$ cat src/rtl/alu_arbiter.sv
// Round-robin arbiter sharing one external 16-bit ALU between two requesters.
// Stage 1 registers the winning operands into the ALU; stage 2 registers the result back.
module alu_arbiter #(
  parameter int N = 16,
  parameter int O = 4
) (
  input  logic         clk,
  input  logic         rst,
  input  logic         stall,
  input  logic [1:0]   req_valid,
  output logic [1:0]   req_ready,
  input  logic [N-1:0] req0_A,
  input  logic [N-1:0] req0_B,
  input  logic [O-1:0] req0_Op,
  input  logic         req0_Cin,
  input  logic         req0_invA,
  input  logic         req0_invB,
  input  logic         req0_sign,
  input  logic [N-1:0] req1_A,
  input  logic [N-1:0] req1_B,
  input  logic [O-1:0] req1_Op,
  input  logic         req1_Cin,
  input  logic         req1_invA,
  input  logic         req1_invB,
  input  logic         req1_sign,
  output logic [N-1:0] alu_A,
  output logic [N-1:0] alu_B,
  output logic [O-1:0] alu_Op,
  output logic         alu_Cin,
  output logic         alu_invA,
  output logic         alu_invB,
  output logic         alu_sign,
  input  logic [N-1:0] alu_Out,
  input  logic         alu_Ofl,
  input  logic         alu_Zero,
  input  logic         alu_Neg,
  output logic [1:0]   rsp_valid,
  output logic [N-1:0] rsp_Out,
  output logic         rsp_Ofl,
  output logic         rsp_Zero,
  output logic         rsp_Neg,
  output logic         idle
);

  typedef struct packed {
    logic [N-1:0] a;
    logic [N-1:0] b;
    logic [O-1:0] op;
    logic         cin;
    logic         inva;
    logic         invb;
    logic         sign;
  } opnd_t;

  opnd_t        req_opnd [2];
  opnd_t        s1_opnd_reg;
  logic         s1_valid_reg;
  logic         s1_id_reg;
  logic         s2_valid_reg;
  logic         s2_id_reg;
  logic [N-1:0] s2_out_reg;
  logic         s2_ofl_reg;
  logic         s2_zero_reg;
  logic         s2_neg_reg;
  logic         last_grant_reg;
  logic         xfer;
  logic         win_id;

  assign req_opnd[0] = {req0_A, req0_B, req0_Op, req0_Cin, req0_invA, req0_invB, req0_sign};
  assign req_opnd[1] = {req1_A, req1_B, req1_Op, req1_Cin, req1_invA, req1_invB, req1_sign};

  // Requester gi wins when it is the only one asking, or the other one won last time.
  genvar gi;
  generate
    for (gi = 0; gi < 2; gi++) begin : g_arb
      assign req_ready[gi] = !stall && req_valid[gi] &&
                             (!req_valid[1-gi] || (last_grant_reg != 1'(gi)));
    end
  endgenerate

  assign xfer   = |(req_valid & req_ready);
  assign win_id = req_ready[1];

  always_ff @(posedge clk or posedge rst) begin
    if (rst) begin
      s1_valid_reg   <= 1'b0;
      s1_id_reg      <= 1'b0;
      s1_opnd_reg    <= '0;
      s2_valid_reg   <= 1'b0;
      s2_id_reg      <= 1'b0;
      s2_out_reg     <= '0;
      s2_ofl_reg     <= 1'b0;
      s2_zero_reg    <= 1'b0;
      s2_neg_reg     <= 1'b0;
      last_grant_reg <= 1'b1;
    end else begin
      s1_valid_reg <= xfer;
      if (xfer) begin
        s1_opnd_reg    <= req_opnd[win_id];
        s1_id_reg      <= win_id;
        last_grant_reg <= win_id;
      end
      // Result stage keeps advancing regardless of stall.
      s2_valid_reg <= s1_valid_reg;
      s2_id_reg    <= s1_id_reg;
      if (s1_valid_reg) begin
        s2_out_reg  <= alu_Out;
        s2_ofl_reg  <= alu_Ofl;
        s2_zero_reg <= alu_Zero;
        s2_neg_reg  <= alu_Neg;
      end
    end
  end

  assign alu_A    = s1_opnd_reg.a;
  assign alu_B    = s1_opnd_reg.b;
  assign alu_Op   = s1_opnd_reg.op;
  assign alu_Cin  = s1_opnd_reg.cin;
  assign alu_invA = s1_opnd_reg.inva;
  assign alu_invB = s1_opnd_reg.invb;
  assign alu_sign = s1_opnd_reg.sign;

  assign rsp_valid = s2_valid_reg ? (s2_id_reg ? 2'b10 : 2'b01) : 2'b00;
  assign rsp_Out   = s2_out_reg;
  assign rsp_Ofl   = s2_ofl_reg;
  assign rsp_Zero  = s2_zero_reg;
  assign rsp_Neg   = s2_neg_reg;
  assign idle      = !s1_valid_reg && !s2_valid_reg;

endmodule

$ cat config.mk
export PLATFORM = sky130hd
export DESIGN_NAME = alu_arbiter
export DESIGN_NICKNAME = d
export VERILOG_FILES = /design/src/rtl/alu_arbiter.sv
export SDC_FILE = /design/constraint.sdc
export NUM_CORES = 1
export LEC_CHECK = 0
export ABC_AREA = 1
export BUFFER_PORTS_ARGS = -buffer_cell sky130_fd_sc_hd__buf_4
export CELL_PAD_IN_SITES_DETAIL_PLACEMENT = 1
export CELL_PAD_IN_SITES_GLOBAL_PLACEMENT = 1
export CORE_ASPECT_RATIO = 1.1
export CORE_UTILIZATION = 28
export CTS_CLUSTER_SIZE = 16
export DETAILED_ROUTE_END_ITERATION = 6
export GPL_ROUTABILITY_DRIVEN = 0
export MAX_ROUTING_LAYER = met4
export PLACE_DENSITY_LB_ADDON = 0.1
export SLEW_MARGIN = 10
export SYNTH_ARGS = -nofsm -noshare
export SYNTH_HDL_FRONTEND = slang
export SYNTH_SLANG_ARGS = --single-unit
$ cat constraint.sdc
create_clock -name clk -period 1.7 [get_ports clk]
set_clock_uncertainty 0.05 [all_clocks]
set_input_delay 0.085 -clock clk [delete_from_list [all_inputs] [get_ports clk]]
set_output_delay 0.085 -clock clk [all_outputs]
set_load 0.02 [all_outputs]
; After elaboration in Yosys (flattened, before gate mapping)
; Cells that the tools add are included.
[op_classes]
magnitude_cmp = 1
mux = 5
n_bitwise = 3
n_reduce_logical = 13
[op_table]
columns = cell, count
row1 = 40-bit two-way mux, 3
row2 = 1-bit logical AND, 5
row3 = 1-bit zero test, 5
row4 = 2-bit two-way mux, 2
row5 = 2-bit bitwise AND, 1
row6 = 2-bit >= comparator (second input constant), 1
row7 = 1-bit logical OR, 2
row8 = 1-bit NOT with 2-bit output, 1
row9 = 2-bit OR reduction, 1
row10 = 1-bit NOT, 1
[word_totals]
regBits = 64
inputBits = 104
output_inout_bits = 64

; Logic depth before layout (Yosys ltp)
; Gate-level depths: netlist of run 1.
[depth]
word_depth = 7
mapped_depth = 7
depth_no_buf = 6

; Least setup slack after synthesis of run 1
; No wires, ideal clock.
[synth_path]
path_kind = reg-to-output
from = register last_grant_reg
to = output port req_ready[1]
arrival_ns = 1.011
slack_ns = 0.554
stages_incl_launch_ff = 6
path_buffers = 2
cell_sequence = dfstp_2 -> nand2_2 -> nand3_4 -> buf_4 -> inv_1 -> buf_4
[synth_between]
elab_chain_len = 3
[synth_lines]
columns = element, line
row1 = from (decl), 65  ; logic last_grant_reg;
row2 = from (signal assigned), 101  ; last_grant_reg <= win_id;
row3 = 1-bit NOT, 77  ; (!req_valid[1-gi] || (last_grant_reg != 1'(gi)));
row4 = 1-bit logical OR, 77
row5 = 1-bit logical AND, 76  ; assign req_ready[gi] = !stall && req_valid[gi] &&
row6 = to (decl), 11  ; output logic [1:0] req_ready,
; Every way passes these cells.

; Worst setup path in the final report of run 1
; Ends and elaborated chain as after synthesis.

==> results of run 1 <==
[report_power, final]
group / internal (W) / total, W / switching, W / leakage (nW)
Sequential: 0.00173 / 0.00185 / 0.000117 / 0.778
Combinational: 0.000630 / 0.00134 / 0.000715 / 1.83
Clock: 0.00119 / 0.00184 / 0.000643 / 0.143
[worst max-delay path, cell delays in order (launching register included)]
cell and delay, ns:
dfstp_2 0.53, nand2_2 0.10, nand3_4 0.26, inv_1 0.08, buf_4 0.16
[routing by layer]
metal  wire length (um)  part of all wire
met1               4720              0.44
met2               5430              0.50
met3                473             0.044
met4                145             0.013
met5                  0                 0
[final cells by class]
| class | count | area, um2 | share of cell area |
|---|---|---|---|
| repair buffers | 211 | 1680 | 0.330 |
| flip-flops and latches | 64 | 1600 | 0.315 |
| multi-input cells | 271 | 1300 | 0.255 |
| clock buffers | 11 | 253 | 0.0497 |
| well taps | 143 | 179 | 0.0352 |
| clock inverters | 3 | 42.5 | 0.00837 |
| inverters | 7 | 30.0 | 0.00591 |
[stage by stage]
step / power, W / utilization
6_report: 0.00503 / 0.482
2_1_floorplan: 0.00252 / -
3_5_place_dp: 0.00317 / 0.423
4_1_cts: 0.00511 / 0.482
5_1_grt: 0.00530 / 0.482
3_3_place_gp: 0.00314 / 0.423
[worst paths after layout]
check,startpoint,end,slack [ns]
min in group asynchronous,rst,alu_B[13],0.34
max reg2reg,last_grant_reg,alu_B[14],0.19
min,req0_A[11],alu_A[11],0.003
min reg2reg,s1_id_reg,s2_id_reg,0.33
max,last_grant_reg,req_ready[1],0.12
max in group asynchronous,rst,s1_valid_reg,0.72
[cells in the mapped netlist (all sizes together)]
master | count | area [um2]
dfrtp | 63 | 1580
nand3 | 1 | 17.5
dfstp | 1 | 26.3
nor2 | 2 | 7.51
o21ai | 2 | 21.3
a21oi | 1 | 5.00
buf | 28 | 153
inv | 7 | 26.3
nand4 | 40 | 250
mux2 | 19 | 214
nand2 | 205 | 772
[what timing repair did]
action,in CTS,in global routing
hold endpoints to repair,51,0
hold buffers,32,0
setup endpoints to repair,1,0
[cell families after synthesis]
family                 count (synthesis)  synth area share
AOI/OAI and AO/OA                      3           0.00856
buffers and inverters                 35            0.0583
DFF                                   64             0.522
muxes                                 19            0.0697
and+or+nand+nor                      248             0.341
==> results.ini, run 1 <==
[routing]
final_antenna_net_count = 0
drt_iter0_drc = 70
drcViolationCount = 0
dr_total_vias = 3262
wirelength_um = 10800
wire_per_inst_um = 15.2
dr.pass1.iters = 4
vias_per_cell = 4.59

[logic_synthesis]
synth.distinct_cells = 15
yosysSeqAreaShare = 0.522
synth-seq-cells = 64
syn_area_um2 = 3070
syn-num-nets = 473
yosys_warnings = 0
syn_avg_cell_area_um2 = 8.32
syn_inst = 369

[placement]
place_hpwl_um = 7240
portBuffers = 167
post_dp_cell_area_um2 = 4460
placed_cells = 663
place_ws_ns = 0.177

[finish]
antenna_cells = 0
most-common-layout-cells = 204 x nand2_1, 178 x buf_4, 63 x dfrtp_1
finalNonFillerCells = 710
fillers = 1307
nNetsFinal = 668
area_growth_pct = 65.6
layout_commonest_cell = nand2_1
final_cell_area_um2 = 5080
drive_gt1_frac = 0.388

[grt]
grt_busiest_layer = met2
grt_usage = 0.207
grt_use_met3 = 0.0370
overflow = 0
grt_pass1_wl_um = 17500
met1_usage = 0.251
antenna_found_initial = 0
use_met2 = 0.350
grt_pass1_vias = 3526
grt_max_degree = 32

[clock_network]
clock_sinks = 64
cts-root-buf = clkbuf_16
clkTransAtPathRegs_ns = 0.06
htree_levels = 3
cts_resized = 0
clockBufferDepth = 2
cts_tree = yes
cts_setup_buffers = 0
clock_latency_ns = 0.32
cts_made_buffers = 9

[timing]
fmax_mhz = 634
whs_ns = 0.00271
drv_slew = 0
worst_pin_slew_ns = 0.609
fin_crit_ns = 1.58
finalHoldViolCount = 0
setup_ws_ns = 0.123
rsz0062_at_grt = no
relSlewSlack = 0.593
setup_viol = 0
min_period_over_period = 0.928
tns_ns = 0

[hold_path]
whs_path_depth = 5
hold_path_class = input port to register

[floorplanning]
io_pins = 168
die_h_um = 112
die_area_um2 = 11400
start_util = 0.291
rows = 39
die_w_um = 102
core-area_um2 = 10500

[worst_setup_path]
arrival_ns = 1.44
worstSetupPathType = register to output port
crit_required_ns = 1.56
reg2reg_depth = 6
crit_path_start_kind = register
critical_path.endpoint_type = output port
crit_fanout = 22

[pwr]
power.leakage_nw = 2.75
power_density_nw_per_um2 = 990
ir_worst_vdd_mv = 0.584

[status]
outcome = finished, final reports clean

[flow_run]
timing.max_cap.violations = 0

Note: power is estimated with default switching activity, not from simulation.
==> run 2: changes to the inputs <==
--- a/config.mk
+++ b/config.mk
@@ -6,7 +6,8 @@
 export NUM_CORES = 1
 export LEC_CHECK = 0
 export ABC_AREA = 1
-export BUFFER_PORTS_ARGS = -buffer_cell sky130_fd_sc_hd__buf_4
+export BUFFER_PORTS_ARGS = -buffer_cell sky130_fd_sc_hd__buf_2
+export CAP_MARGIN = 20
 export CELL_PAD_IN_SITES_DETAIL_PLACEMENT = 1
 export CELL_PAD_IN_SITES_GLOBAL_PLACEMENT = 1
 export CORE_ASPECT_RATIO = 1.1
==> run 2 against run 1 <==
  * Power is 4.5% lower
  * Sequential power hardly changed
  * First-iteration DRC count is 31% higher
  * Routed wire length is 1.9% higher
  * Critical endpoint unchanged
  * Critical path type unchanged
  * Largest power group unchanged
  * Largest cell class is now flip-flops and latches
  * Critical path depth stayed put
  * Non-clock buffer count is 2 lower
  * Highest routed layer unchanged
  * Via count is 1.5% higher
==> results.ini, run 2 (synthesis results as in run 1) <==
[status]
outcome = finished, final reports clean

[timing]
min_period_over_period = 0.935  ; +0.00740
rsz0062_at_grt = no
fin_crit_ns = 1.59  ; +0.0126 ns
drv_slew = 0  ; unchanged
setup_viol = 0  ; unchanged
worst_pin_slew_ns = 0.542  ; -0.0671 ns
relSlewSlack = 0.638  ; +0.0448
finalHoldViolCount = 0  ; unchanged
fmax_mhz = 629  ; -0.79%
tns_ns = 0  ; unchanged

[flow_run]
timing.max_cap.violations = 0  ; unchanged

[pwr]
power_density_nw_per_um2 = 1030  ; +3.9%
power.leakage_nw = 2.61  ; -5.0%
ir_worst_vdd_mv = 0.463  ; -21%

[clock_network]
clock_sinks = 64  ; unchanged
cts_tree = yes
clock_latency_ns = 0.32  ; about the same
cts_made_buffers = 9  ; unchanged
clockBufferDepth = 2  ; unchanged
clkTransAtPathRegs_ns = 0.06  ; about the same
cts-root-buf = clkbuf_16
htree_levels = 3  ; unchanged

[floorplanning]
core-area_um2 = 10500  ; unchanged
die_w_um = 102  ; unchanged
die_h_um = 112  ; unchanged
start_util = 0.291  ; unchanged
die_area_um2 = 11400  ; unchanged
rows = 39  ; unchanged
io_pins = 168  ; unchanged

[worst_setup_path]
worstSetupPathType = register to output port
arrival_ns = 1.45  ; about the same
slowest_stage = dfstp_2
crit_chain = nand2_4, nand3_4, inv_1, buf_2
crit_required_ns = 1.56  ; about the same
critical_path.endpoint_type = output port
crit_fanout = 22  ; unchanged
crit_path_start_kind = register
crit_path_max_incr_delay_ns = 0.55  ; +0.02 ns

[routing]
vias_per_cell = 4.66  ; +1.5%
drcViolationCount = 0  ; unchanged
final_antenna_net_count = 0  ; unchanged
dr.pass1.iters = 4  ; unchanged
wirelength_um = 11000  ; +1.9%
wire_per_inst_um = 15.4  ; +1.9%
dr_total_vias = 3310  ; +1.5%
drt_iter0_drc = 92  ; +31%

[finish]
layout_commonest_cell = nand2_1
nNetsFinal = 666  ; -0.30%
most-common-layout-cells = 204 x nand2_1, 167 x buf_2, 63 x dfrtp_1
antenna_cells = 0  ; unchanged
fillers = 1342  ; +2.7%
finalNonFillerCells = 710  ; unchanged
finalCoreUtilization = 0.443  ; -0.0393
drive_gt1_frac = 0.381  ; -0.00705
area_growth_pct = 52.1

[grt]
overflow = 0  ; unchanged
grt_max_degree = 65  ; +100%
grt_usage = 0.209  ; +0.00233
grt_pass1_wl_um = 17600  ; +0.43%
antenna_found_initial = 0  ; unchanged
grt_pass1_vias = 3501  ; -0.71%

[placement]
placed_cells = 658  ; -0.75%
portBuffers = 167  ; unchanged
place_hpwl_um = 6800  ; -6.0%

[hold_path]
hold_path_class = input port to register

==> run 2: final cells by class <==
| class | count | area, um2 | share of cell area |
|---|---|---|---|
| multi-input combinational | 271 | 1300 | 0.279 |
| tap | 143 | 179 | 0.0383 |
| sequential | 64 | 1600 | 0.343 |
| timing repair buffer | 209 | 1260 | 0.271 |
| clock inverter | 6 | 60.1 | 0.0129 |
| inverter | 7 | 30.0 | 0.00643 |
| clock buffer | 10 | 229 | 0.0491 |
==> run 2: worst paths after layout <==
check	depth (start not counted)	slack (ns)	endpoint	start
worst min-delay path	5	0.005	alu_A[4]	req0_A[4]
worst min register to register	0	0.33	s2_id_reg	s1_id_reg
worst max-delay path	4	0.11	req_ready[1]	last_grant_reg
max in group asynchronous	4	0.91	last_grant_reg	rst
worst max register to register	6	0.24	alu_A[14]	last_grant_reg
min in group asynchronous	4	0.33	alu_B[13]	rst
==> run 2: timing repair <==
action	4_1_cts	5_1_grt
buffers inserted	0	0
hold buffers	35	0
gates resized for setup	0	1
hold endpoints to repair	97	0
setup endpoints to repair	1	5
cloned	1	0
==> run 2: worst max-delay path, delay by kind of cell (launching register included) <==
kind | cells | cell delay (ns)
buffers and inverters | 2 | 0.23
and+or+nand+nor | 2 | 0.35
DFF | 1 | 0.55
==> run 2: stage by stage <==
| stage | hold slack [ns] | cell area (um2) | worst slack, ns | total power (W) |
|---|---|---|---|---|
| 3_3_place_gp | 0.159 | 4010 | 0.223 | 0.00295 |
| 4_1_cts | 0.00123 | 4660 | 0.0325 | 0.00486 |
| 2_1_floorplan | 0.166 | 3070 | 0.554 | 0.00252 |
| 6_report | 0.00541 | 4670 | 0.110 | 0.00480 |
| 3_5_place_dp | 0.166 | 4010 | 0.155 | 0.00298 |
| 5_1_grt | 0.0155 | 4670 | 0.0232 | 0.00505 |
==> run 2: per-layer routing <==
layer  track usage  part of all wire  vias up
met4        0.0695             0.017        0
li1              -                 -     1576
met1         0.243              0.43     1626
met3        0.0282             0.044       15
met2         0.366              0.50       93
met5             -                 0        -
==> run 2: power breakdown <==
part | internal, W | total [W] | switching (W) | leakage (nW)
clock network | 0.00113 | 0.00179 | 0.000668 | 0.138
logic | 0.000454 | 0.00117 | 0.000716 | 1.70
registers | 0.00173 | 0.00184 | 0.000108 | 0.778
total | 0.00331 | 0.00480 | 0.00149 | 2.61
==> run 3: changes to the inputs <==
--- a/config.mk
+++ b/config.mk
@@ -11,6 +11,7 @@
 export CELL_PAD_IN_SITES_DETAIL_PLACEMENT = 1
 export CELL_PAD_IN_SITES_GLOBAL_PLACEMENT = 1
 export CORE_ASPECT_RATIO = 1.1
+export CORE_MARGIN = 10
 export CORE_UTILIZATION = 28
 export CTS_CLUSTER_SIZE = 16
 export DETAILED_ROUTE_END_ITERATION = 6
==> run 3 against run 2 <==
  * Critical path depth unchanged
  * First-iteration DRC count up 58%
  * Setup slack worse by 0.016 ns
  * Sequential cell count unchanged
  * Global-route usage down 4.6 points
  * Clock-buffer cell count unchanged
  * Critical path type unchanged
==> results.ini, run 3 (synthesis results as in run 1) <==
[status]
outcome = finished, final reports clean

[grt]
grt_pass1_wl_um = 19600  ; +11%
grt_usage = 0.163  ; -0.0464
overflow = 0  ; unchanged
antenna_found_initial = 0  ; unchanged
grt_max_degree = 65  ; unchanged
grt_pass1_vias = 3838  ; +9.6%

[finish]
fillers = 1352  ; +0.75%
most-common-layout-cells = 204 x nand2_1, 167 x buf_2, 63 x dfrtp_1
drive_gt1_frac = 0.378  ; -0.00253
area_growth_pct = 59.5
finalNonFillerCells = 732  ; +3.1%
layout_commonest_cell = nand2_1
nNetsFinal = 683  ; +2.6%
regArea_um2 = 1600  ; unchanged
multiInputGateArea_um2 = 1300  ; -0.38%

[timing]
min_period_over_period = 0.945  ; +0.00967
finalHoldViolCount = 0  ; unchanged
rsz0062_at_grt = no
setup_ws_ns = 0.0938  ; -0.0164 ns
fmax_mhz = 623  ; -1.0%
worst_pin_slew_ns = 0.543  ; +0.00107 ns
fin_crit_ns = 1.61  ; +0.0164 ns
relSlewSlack = 0.637  ; -0.000713
setup_viol = 0  ; unchanged
tns_ns = 0  ; unchanged
drv_slew = 0  ; unchanged

[hold_path]
hold_start = req0_A[1]
hold_path_class = input port to register

[routing]
wire_per_inst_um = 17.0  ; +10%
dr.pass1.iters = 4  ; unchanged
wirelength_um = 12500  ; +14%
dr_total_vias = 3351  ; +1.2%
final_antenna_net_count = 0  ; unchanged
drcViolationCount = 0  ; unchanged
drt_iter0_drc = 145  ; +58%
vias_per_cell = 4.58  ; -1.8%

[worst_setup_path]
rr_startpoint = last_grant_reg
crit_chain = nand2_2, nand3_4, inv_1, buf_2
slowest_stage = dfstp_2
crit_required_ns = 1.56  ; about the same
worstSetupPathType = register to output port
arrival_ns = 1.47  ; +0.02 ns
crit_path_max_incr_delay_ns = 0.53  ; -0.02 ns
crit_path_start_kind = register
crit_start = last_grant_reg
crit_fanout = 22  ; unchanged
critical_path.endpoint_type = output port

[floorplanning]
die_h_um = 130  ; +16%
core-area_um2 = 10800  ; +2.6%
rows = 40  ; +2.6%
die_w_um = 120  ; +18%
die_area_um2 = 15600  ; +37%
io_pins = 168  ; unchanged
start_util = 0.284  ; -0.00728

[clock_network]
htree_levels = 3  ; unchanged
clockBufferDepth = 2  ; unchanged
clock_latency_ns = 0.33  ; about the same
clkTransAtPathRegs_ns = 0.06  ; about the same
cts_setup_buffers = 0  ; unchanged
cts-root-buf = clkbuf_16
cts_made_buffers = 9  ; unchanged
cts_tree = yes
cts_resized = 0  ; unchanged
clock_sinks = 64  ; unchanged

[placement]
place_hpwl_um = 8200  ; +21%
portBuffers = 167  ; unchanged
place_ws_ns = 0.261  ; +0.107 ns
placed_cells = 666  ; +1.2%

[pwr]
power_density_nw_per_um2 = 1070  ; +4.2%
ir_worst_vdd_mv = 0.419  ; -9.5%
p_clk_frac = 0.420  ; +0.046
p_seq_frac = 0.350  ; -0.033
power.leakage_nw = 2.71  ; +3.8%
p_total_w = 0.00525  ; +9.3%
pwr-share-comb = 0.230  ; -0.014
p_sw_w = 0.00156  ; +4.5%
internal_power_w = 0.00369  ; +11%
swShare = 0.297  ; -0.0135

[flow_run]
timing.max_cap.violations = 0  ; unchanged

## run 3: metrics by stage
stage | hold slack, ns | cell area (um2) | util
3_5_place_dp | 0.166 | 4050 | 0.374
4_1_cts | 0.000625 | 4890 | 0.453
6_report | 0.00246 | 4890 | 0.453
2_1_floorplan | 0.166 | 3070 | -
5_1_grt | 0.0236 | 4890 | 0.453
3_3_place_gp | 0.155 | 4050 | 0.374
## run 3: worst paths after layout
kind / to / slack, ns / cells past startpoint
worst min-delay path: alu_A[1] / 0.002 / 5
worst max register to register: alu_B[15] / 0.26 / 6
min in group asynchronous: alu_B[13] / 0.33 / 4
worst max-delay path: req_ready[1] / 0.09 / 4
worst min register to register: s2_id_reg / 0.33 / 0
max in group asynchronous: last_grant_reg / 0.91 / 4
## run 3: layout make-up
cell class              instances  share of cell area
well taps                     147              0.0376
clock inverters                 6              0.0235
inverters                       7             0.00613
multi-input cells             271               0.265
diodes                          1            0.000511
repair buffers                226               0.291
clock buffers                  10              0.0488
flip-flops and latches         64               0.327
## run 3: worst max-delay path, delay by kind of cell (launching register included)
family                 cells  cell delay [ns]
flip-flops                 1             0.53
AND/OR/NAND/NOR            2             0.35
buffers and inverters      2             0.25
## run 3: what timing repair did
item                       4_1_cts  5_1_grt
setup endpoints to repair        1        0
hold endpoints to repair       110        0
hold buffers                    48        0
## run 3: routing by layer
| layer | wire length [um] | GRT usage | vias up | share of wire |
|---|---|---|---|---|
| li1 | - | - | 1609 | - |
| met4 | 273 | 0.0682 | 0 | 0.022 |
| met3 | 599 | 0.0372 | 22 | 0.048 |
| met2 | 6470 | 0.284 | 96 | 0.52 |
| met5 | 0 | - | - | 0 |
| met1 | 5120 | 0.175 | 1624 | 0.41 |
## run 3: power groups by stage
stage / Sequential [W] / Combinational [W] / Clock [W]
2_1_floorplan: 0.00210 / 0.000422 / 0
3_3_place_gp: 0.00186 / 0.00112 / 0
3_5_place_dp: 0.00186 / 0.00114 / 0
4_1_cts: 0.00184 / 0.00124 / 0.00225
5_1_grt: 0.00187 / 0.00133 / 0.00231
6_report: 0.00184 / 0.00121 / 0.00220
